--- src/rtl/fifo_reader_pkg.sv ---
// Shared definitions for the fifo_reader drain adapter: buffer-depth legality
// and the pointer/occupancy widths derived from BUF_DEPTH.
package fifo_reader_pkg;

    localparam int DEFAULT_DATA_WIDTH = 8;
    localparam int DEFAULT_BUF_DEPTH  = 2;
    localparam int COUNT_WIDTH        = 16;

    function automatic bit depth_is_legal(input int depth);
        return (depth >= 2) && ((depth & (depth - 1)) == 0);
    endfunction

    function automatic int ptr_width(input int depth);
        return $clog2(depth);
    endfunction

    // One extra bit so a completely full buffer (occ == depth) is representable.
    function automatic int occ_width(input int depth);
        return $clog2(depth) + 1;
    endfunction

endpackage

--- src/rtl/fifo_reader_skid_buf.sv ---
// Circular output buffer for fifo_reader: storage, read/write pointers and
// occupancy. Full and empty both have equal pointers and are told apart by occ.
module reader_skid_buf
    import fifo_reader_pkg::*;
#(
    parameter int DATA_WIDTH = DEFAULT_DATA_WIDTH,
    parameter int BUF_DEPTH  = DEFAULT_BUF_DEPTH,
    localparam int PTR_W     = ptr_width(BUF_DEPTH),
    localparam int OCC_W     = occ_width(BUF_DEPTH)
) (
    input  logic                  clk_i,
    input  logic                  rst_ni,
    input  logic                  flush_i,
    input  logic                  wr_en_i,
    input  logic [DATA_WIDTH-1:0] wr_data_i,
    input  logic                  pop_i,
    output logic [DATA_WIDTH-1:0] head_o,
    output logic [OCC_W-1:0]      occ_o
);

    logic [DATA_WIDTH-1:0] mem_q [BUF_DEPTH];
    logic [PTR_W-1:0]      wr_ptr_q, wr_ptr_d;
    logic [PTR_W-1:0]      rd_ptr_q, rd_ptr_d;
    logic [OCC_W-1:0]      occ_q, occ_d;
    logic                  wr_fire;

    // A flush wins over both a capture and a pop on the same edge.
    assign wr_fire = wr_en_i & ~flush_i;

    always_comb begin
        wr_ptr_d = wr_ptr_q;
        rd_ptr_d = rd_ptr_q;
        occ_d    = occ_q;
        if (flush_i) begin
            wr_ptr_d = '0;
            rd_ptr_d = '0;
            occ_d    = '0;
        end else begin
            if (wr_en_i) begin
                wr_ptr_d = wr_ptr_q + PTR_W'(1);
            end
            if (pop_i) begin
                rd_ptr_d = rd_ptr_q + PTR_W'(1);
            end
            occ_d = occ_q + OCC_W'(wr_en_i) - OCC_W'(pop_i);
        end
    end

    always_ff @(posedge clk_i or negedge rst_ni) begin
        if (!rst_ni) begin
            wr_ptr_q <= '0;
            rd_ptr_q <= '0;
            occ_q    <= '0;
        end else begin
            wr_ptr_q <= wr_ptr_d;
            rd_ptr_q <= rd_ptr_d;
            occ_q    <= occ_d;
        end
    end

    // Entries are cleared on reset so the stream data reads as zero afterwards.
    always_ff @(posedge clk_i or negedge rst_ni) begin
        if (!rst_ni) begin
            for (int i = 0; i < BUF_DEPTH; i++) begin
                mem_q[i] <= '0;
            end
        end else if (wr_fire) begin
            mem_q[wr_ptr_q] <= wr_data_i;
        end
    end

    assign head_o = mem_q[rd_ptr_q];
    assign occ_o  = occ_q;

endmodule

--- src/rtl/fifo_reader.sv ---
// Read-side drain adapter: pops the dual-clock FIFO under credit control and
// re-presents words as a valid/ready stream. FIFO_READER_COUNT_EN adds Count_out.
module fifo_reader
    import fifo_reader_pkg::*;
#(
    parameter int DATA_WIDTH = DEFAULT_DATA_WIDTH,
    parameter int BUF_DEPTH  = DEFAULT_BUF_DEPTH
) (
    input  logic                   Clk,
    input  logic                   Reset_n,
    input  logic                   FifoEmpty_in,
    output logic                   FifoReadEn_out,
    input  logic [DATA_WIDTH-1:0]  FifoData_in,
    input  logic                   Flush_in,
    output logic [DATA_WIDTH-1:0]  Data_out,
    output logic                   Valid_out,
    input  logic                   Ready_in
`ifdef FIFO_READER_COUNT_EN
    ,
    output logic [COUNT_WIDTH-1:0] Count_out
`endif
);

    localparam int OCC_W  = occ_width(BUF_DEPTH);
    localparam int CRED_W = OCC_W + 1;

    if (!depth_is_legal(BUF_DEPTH)) begin : g_bad_depth
        $error("fifo_reader: BUF_DEPTH must be a power of two and at least 2");
    end

    logic              pend_q, pend_d;
    logic [OCC_W-1:0]  occ_w;
    logic              pop;
    logic [CRED_W-1:0] credit;
    logic              room;

    assign pop = Valid_out & Ready_in;

    // Occupancy the buffer will hold after this edge; a pop frees its slot
    // in the same cycle, which is what sustains one word per cycle.
    always_comb begin
        credit = CRED_W'(occ_w) + CRED_W'(pend_q) - CRED_W'(pop);
        room   = credit < CRED_W'(BUF_DEPTH);
    end

    assign FifoReadEn_out = Reset_n & ~Flush_in & ~FifoEmpty_in & room;
    assign pend_d         = FifoReadEn_out;

    always_ff @(posedge Clk or negedge Reset_n) begin
        if (!Reset_n) begin
            pend_q <= 1'b0;
        end else begin
            pend_q <= pend_d;
        end
    end

    reader_skid_buf #(
        .DATA_WIDTH (DATA_WIDTH),
        .BUF_DEPTH  (BUF_DEPTH)
    ) u_buf (
        .clk_i     (Clk),
        .rst_ni    (Reset_n),
        .flush_i   (Flush_in),
        .wr_en_i   (pend_q),
        .wr_data_i (FifoData_in),
        .pop_i     (pop),
        .head_o    (Data_out),
        .occ_o     (occ_w)
    );

    assign Valid_out = (occ_w != '0);

`ifdef FIFO_READER_COUNT_EN
    logic [COUNT_WIDTH-1:0] count_q, count_d;

    // Flush does not clear the count, and a pop on the flush edge is discarded.
    assign count_d = (pop && !Flush_in) ? count_q + COUNT_WIDTH'(1) : count_q;

    always_ff @(posedge Clk or negedge Reset_n) begin
        if (!Reset_n) begin
            count_q <= '0;
        end else begin
            count_q <= count_d;
        end
    end

    assign Count_out = count_q;
`endif

endmodule

--- config.mk ---
export PLATFORM = sky130hd
export DESIGN_NAME = fifo_reader
export DESIGN_NICKNAME = d
export VERILOG_FILES = /design/src/rtl/fifo_reader_pkg.sv /design/src/rtl/fifo_reader_skid_buf.sv /design/src/rtl/fifo_reader.sv
export SDC_FILE = /design/constraint.sdc
export NUM_CORES = 1
export LEC_CHECK = 0
export CELL_PAD_IN_SITES_DETAIL_PLACEMENT = 0
export CELL_PAD_IN_SITES_GLOBAL_PLACEMENT = 2
export CORE_ASPECT_RATIO = 2
export CORE_MARGIN = 4
export CORE_UTILIZATION = 35
export CTS_CLUSTER_SIZE = 12
export DETAILED_ROUTE_END_ITERATION = 6
export GPL_TIMING_DRIVEN = 0
export PLACE_DENSITY = 0.88
export SKIP_LAST_GASP = 1
export SLEW_MARGIN = 10
export SYNTH_ARGS = -nofsm -noshare
export SYNTH_HDL_FRONTEND = slang
export SYNTH_SLANG_ARGS = --single-unit
--- constraint.sdc ---
create_clock -name Clk -period 5.58 [get_ports Clk]
set_input_delay 1.116 -clock Clk [delete_from_list [all_inputs] [get_ports Clk]]
set_output_delay 1.116 -clock Clk [all_outputs]
set_load 0.05 [all_outputs]
# Word level (Yosys, flattened, before mapping)
# Index checks and enable logic that the tools add are counted.
[word_totals]
in_bits = 13
register_bits = 21
out_inout_bits = 10
word_cells = 40
[classes]
n_addsub = 6
n_reduce_logical = 4
order_cmp = 4
n_bitwise = 9
n_mux = 11
[op_table]
columns = ["operator", "n"]
rows = [
  ["$mux W8", 4],
  ["$bwmux W16", 1],
  ["$demux W8 S1", 1],
  ["$reduce_bool A2 Y1", 3],
  ["$and A1 B1 Y1", 5],
  ["$ge A2 B2 Y1 const B", 2],
  ["$mux W1", 4],
  ["$not A1 Y2", 2],
  ["$add A2 B1 Y3", 1],
  ["$lt A3 B2 Y1 const B", 1],
  ["$sub A3 B1 Y3", 1],
  ["$add A1 B1 Y1 const B", 2],
  ["$add A2 B1 Y2", 1],
  ["$lt A2 B1 Y1 const B", 1],
  ["$mux W2", 1],
  ["$not A1 Y1", 2],
  ["$sub A2 B1 Y2", 1],
  ["$logic_and A1 B1 Y1", 1],
]

# Logic depth before layout (Yosys ltp)
[depth]
word_depth = 6
mapped_depth = 7
ltp_nobuf = 7

# By module
# From an unflattened synthesis, not the netlist that was laid out.
[hier_totals]
cells_unflattened = 68
hier_area_um2 = 999.7
[by_module_without_submodules]
columns = ["module", "n_inst", "seq_area_each_um2", "cells_each", "area_each_um2"]
rows = [
  ["reader_skid_buf", 1, 500.5, 58, 895.9],
  ["fifo_reader", 1, 25.0, 10, 103.8],
]

# Worst setup path before layout
# No wires, ideal clock.
[synth_timing]
path_kind = "input to output"
from = "input port Ready_in"
to = "output port FifoReadEn_out"
path_buffers = 0
slack_ns = 0.733
arrival_time_ns = 3.731
path_stages = 6
t_required_ns = 4.464
path_cell_list = "o21a_1 ha_1 inv_1 ha_1 fa_1 nor4_1"
[synth_between]
elab_chain_cells = 4
[synth_rtl]
columns = ["element", "line_no", "source"]
rows = [
  ["from (decl)", "fifo_reader.sv:17", "input logic Ready_in"],
  ["$and A1 B1 Y1", "fifo_reader.sv:37", "assign pop = Valid_out & Ready_in;"],
  ["$sub A3 B1 Y3", "fifo_reader.sv:42", "credit = CRED_W'(occ_w) + CRED_W'(pend_q) - CRED_W'(pop);"],
  ["$lt A3 B2 Y1", "fifo_reader.sv:43", "room = credit < CRED_W'(BUF_DEPTH);"],
  ["$and A1 B1 Y1", "fifo_reader.sv:46", "assign FifoReadEn_out = Reset_n & ~Flush_in & ~FifoEmpty_in & room;"],
  ["to (decl)", "fifo_reader.sv:12", "output logic FifoReadEn_out,"],
]
# No other way between the ends.

# Final worst setup path
# Same ends and word-level chain as after synthesis.

==> run summary <==
For the worst clock skew on the final layout, the log shows 0.00347 ns. The number of setup buffers added after CTS is 0. The number of antenna-violating nets in the routed design came out at 0. In this run the worst hold path is classified as register to register. The kind of end point of the critical path is a primary output. The leakage power of the design is 0.591 nW.

The tools report the final instance area as 1270 um2. Max-cap violations in this run came to 0. The first detailed-routing pass ran for 2 iterations. For the placement-stage worst setup slack, the log shows 0.617 ns.

The cell row count is 27. The initial cell density of the core was 0.359; the register area was 526 um2. The tools report the area of the core as 2740 um2.

In the final layout, the multi-input gates occupy 432 um2. Buffers placed on the I/O ports in this run total 21. Synthesis produced a netlist with a net count of 84. The ratio of cells with drive above 1 in the final layout works out to 0.387. The violation count after the first detailed-route iteration was 6; the total global routing overflow was 0.

Detailed-route wire length: 1.73 mm. Detailed placement finished with a half-perimeter wire length of 1.28 mm. The total negative setup slack was 0 ns. The worst setup path is launched from an input pin. The run gives 2 as the maximum number of buffers from clock root to sink. At the worst endpoint, the arrival time is 3.84 ns. The portion of synthesized cell area occupied by the leading cell type works out to 0.535. Setup violations remaining at the end of the flow were counted as 0. Buffers inserted to repair hold after CTS numbered 0.

The synthesis warning total was 0; the die height was 82.9 um. The flow ran to the end, and the final reports show no timing, DRC or antenna violations. In this run the mean area of a mapped cell was 14.4 um2. The clock period could shrink to 4.95 ns. The gate count after technology mapping was 68.

TritonCTS built the clock tree. The tightest hold path in the finished design has a slack of 0.504 ns. The final net count was 110. VDD sags by at most 0.286 mV.

The share of the clock period used by the worst path after layout came out at 0.888. For the die footprint, the log shows 3770 um2. The count of boundary I/O pins is 23, and the sequential share of the synthesized area is 0.535.

The placer congestion estimate is 0.661, and the post-detailed-route wirelength per cell is 14.2 um. Clock tree synthesis selected as its root buffer the cell clkbuf_8. From left edge to right edge, the die measures 45.5 um.

The initial antenna violation count was 0; the maximum level of the CTS H-tree was 1. The number of antenna diodes in the final layout is 0. The logs give 21 for the count of clock tree sinks and 16 for the number of unique standard cell types used by synthesis. The first-pass GRT wire length was 3.33 mm; the total power density per cell area was 598 nW/um2.

Entering global routing, the biggest net connects 23 pins. The ratio of routed vias to standard cells was 4.89. Timing would allow up to 202 MHz. Detailed routing inserted a total of 596 vias. The cell area that synthesis handed to floorplanning was 982 um2.

The relative slew slack is 0.372, and the area added between synthesis and finish is 29.8%. Max-slew violation count: 0. Count of endpoints failing hold in the final timing report: 0.

The tools report the quantity of gates resized following cts as 0. Clock-pin slew was measured on the worst setup and hold paths at 0.07 ns. At the pin with the least slew margin, the transition time is 0.939 ns.

The number of remaining DRC errors came out at 0. The required time of the worst setup path is 4.46 ns. After synthesis the netlist holds a flip-flop and latch count of 21. By startpoint and endpoint, the worst setup path is classified as input pin to primary output. The clock reaches the later pin of the worst-skew pair after 0.26 ns.

Setup repair after global routing left no endpoint under its margin. Summing all placed instances gives a cell area of 1230 um2. dfrtp_1 takes more of the synthesized area than any other cell. The run gives 0.626 ns as the worst setup slack after layout. Along the worst path, the maximum fanout reaches 2. The logs give 715 for the via count of the first global-routing pass and 3 for the TritonCTS buffer count.

Counting the fill cells in the layout gives 259. Yosys attributes the largest share of cell area to dfrtp_1 (54%), mux2_2 (29%), and2b_2 (2.7%). The tools report the total routing usage reported by global routing as 0.119.
[synthesized netlist by cell type]
cell type / n
o21a_1: 1
mux2_2: 25
nand2_1: 1
nor2_1: 2
nand2b_1: 1
inv_1: 4
fa_1: 1
nor3b_4: 1
xnor2_1: 2
clkbuf_2: 1
buf_2: 1
and2b_2: 3
nand3b_2: 1
nor4_1: 1
ha_1: 2
dfrtp_1: 21
[final timing paths]
check | slack, ns | startpoint | end | cells past startpoint
max | 0.63 | Ready_in | FifoReadEn_out | 8
min | 0.50 | u_buf.mem_q[12] | u_buf.mem_q[12] | 1
max reg2reg | 3.54 | u_buf.occ_o[1] | pend_q | 6
min reg2reg | 0.50 | u_buf.mem_q[12] | u_buf.mem_q[12] | 1
max in group asynchronous | 3.63 | Reset_n | u_buf.mem_q[10] | 1
min in group asynchronous | 1.38 | Reset_n | pend_q | 1
[power by group]
| part | leakage, nW | switching, W | total [W] | internal (W) |
|---|---|---|---|---|
| clock | 0.0255 | 0.0000487 | 0.0000984 | 0.0000498 |
| combinational | 0.290 | 0.000236 | 0.000418 | 0.000182 |
| sequential | 0.275 | 0.0000323 | 0.000247 | 0.000214 |
[cell type report]
| cell class | count | area share |
|---|---|---|
| inverter | 4 | 0.0118 |
| clock inverter | 1 | 0.00393 |
| multi-input combinational | 41 | 0.339 |
| clock buffer | 3 | 0.0324 |
| timing repair buffer | 21 | 0.165 |
| tap | 29 | 0.0285 |
| sequential | 21 | 0.412 |
| buffer | 2 | 0.00785 |
[critical path: stages]
cell and delay, ns:
clkdlybuf4s50_1 0.46, o21a_1 0.15, ha_1 0.23, inv_1 0.06, ha_1 0.16, fa_1 0.43, nor4_1 0.34, clkdlybuf4s50_1 0.87
[sequential cells by signal, summed over array words and instances, names as in the netlist]
name,cells
u_buf.mem_q,16
u_buf.rd_ptr_q,1
pend_q,1
u_buf.wr_ptr_q,1
u_buf.occ_o,2
[placed cells by master (no fill, tap or decap), drive strengths merged]
cell type	synthesis	routed
dfrtp	21	21
inv	4	4
nor4	1	1
nand3b	1	1
o21a	1	1
nand2	1	1
clkdlybuf4s50	0	21
nor3b	1	1
and2b	3	3
mux2	25	25
nand2b	1	1
nor2	2	2
xnor2	2	2
clkinv	0	1
fa	1	1
buf	1	1
ha	2	2
clkbuf	1	4
[stage by stage]
stage / cells / utilization / power [W]
finish: 122 / 0.466 / 0.000763
global route: 122 / 0.466 / 0.000819
global placement: 118 / 0.449 / 0.000664
detailed placement: 118 / 0.449 / 0.000674
floorplan: 68 / - / 0.000550
CTS: 122 / 0.466 / 0.000777
[routing by layer]
| layer | global-route usage | routed length (um) |
|---|---|---|
| met1 | 0.150 | 688 |
| met2 | 0.173 | 892 |
| met3 | 0.0239 | 93 |
| met4 | 0.0800 | 58 |
| met5 | 0 | 0 |
[cell families after synthesis]
logic type	Yosys count	synth area share
mux	25	0.287
buf+inv	6	0.0255
fa+ha+maj	3	0.0459
flops	21	0.535
compound gates	1	0.00765
simple gates	10	0.0815
xor+xnor	2	0.0178
Note: power is estimated with default switching activity, not from simulation.
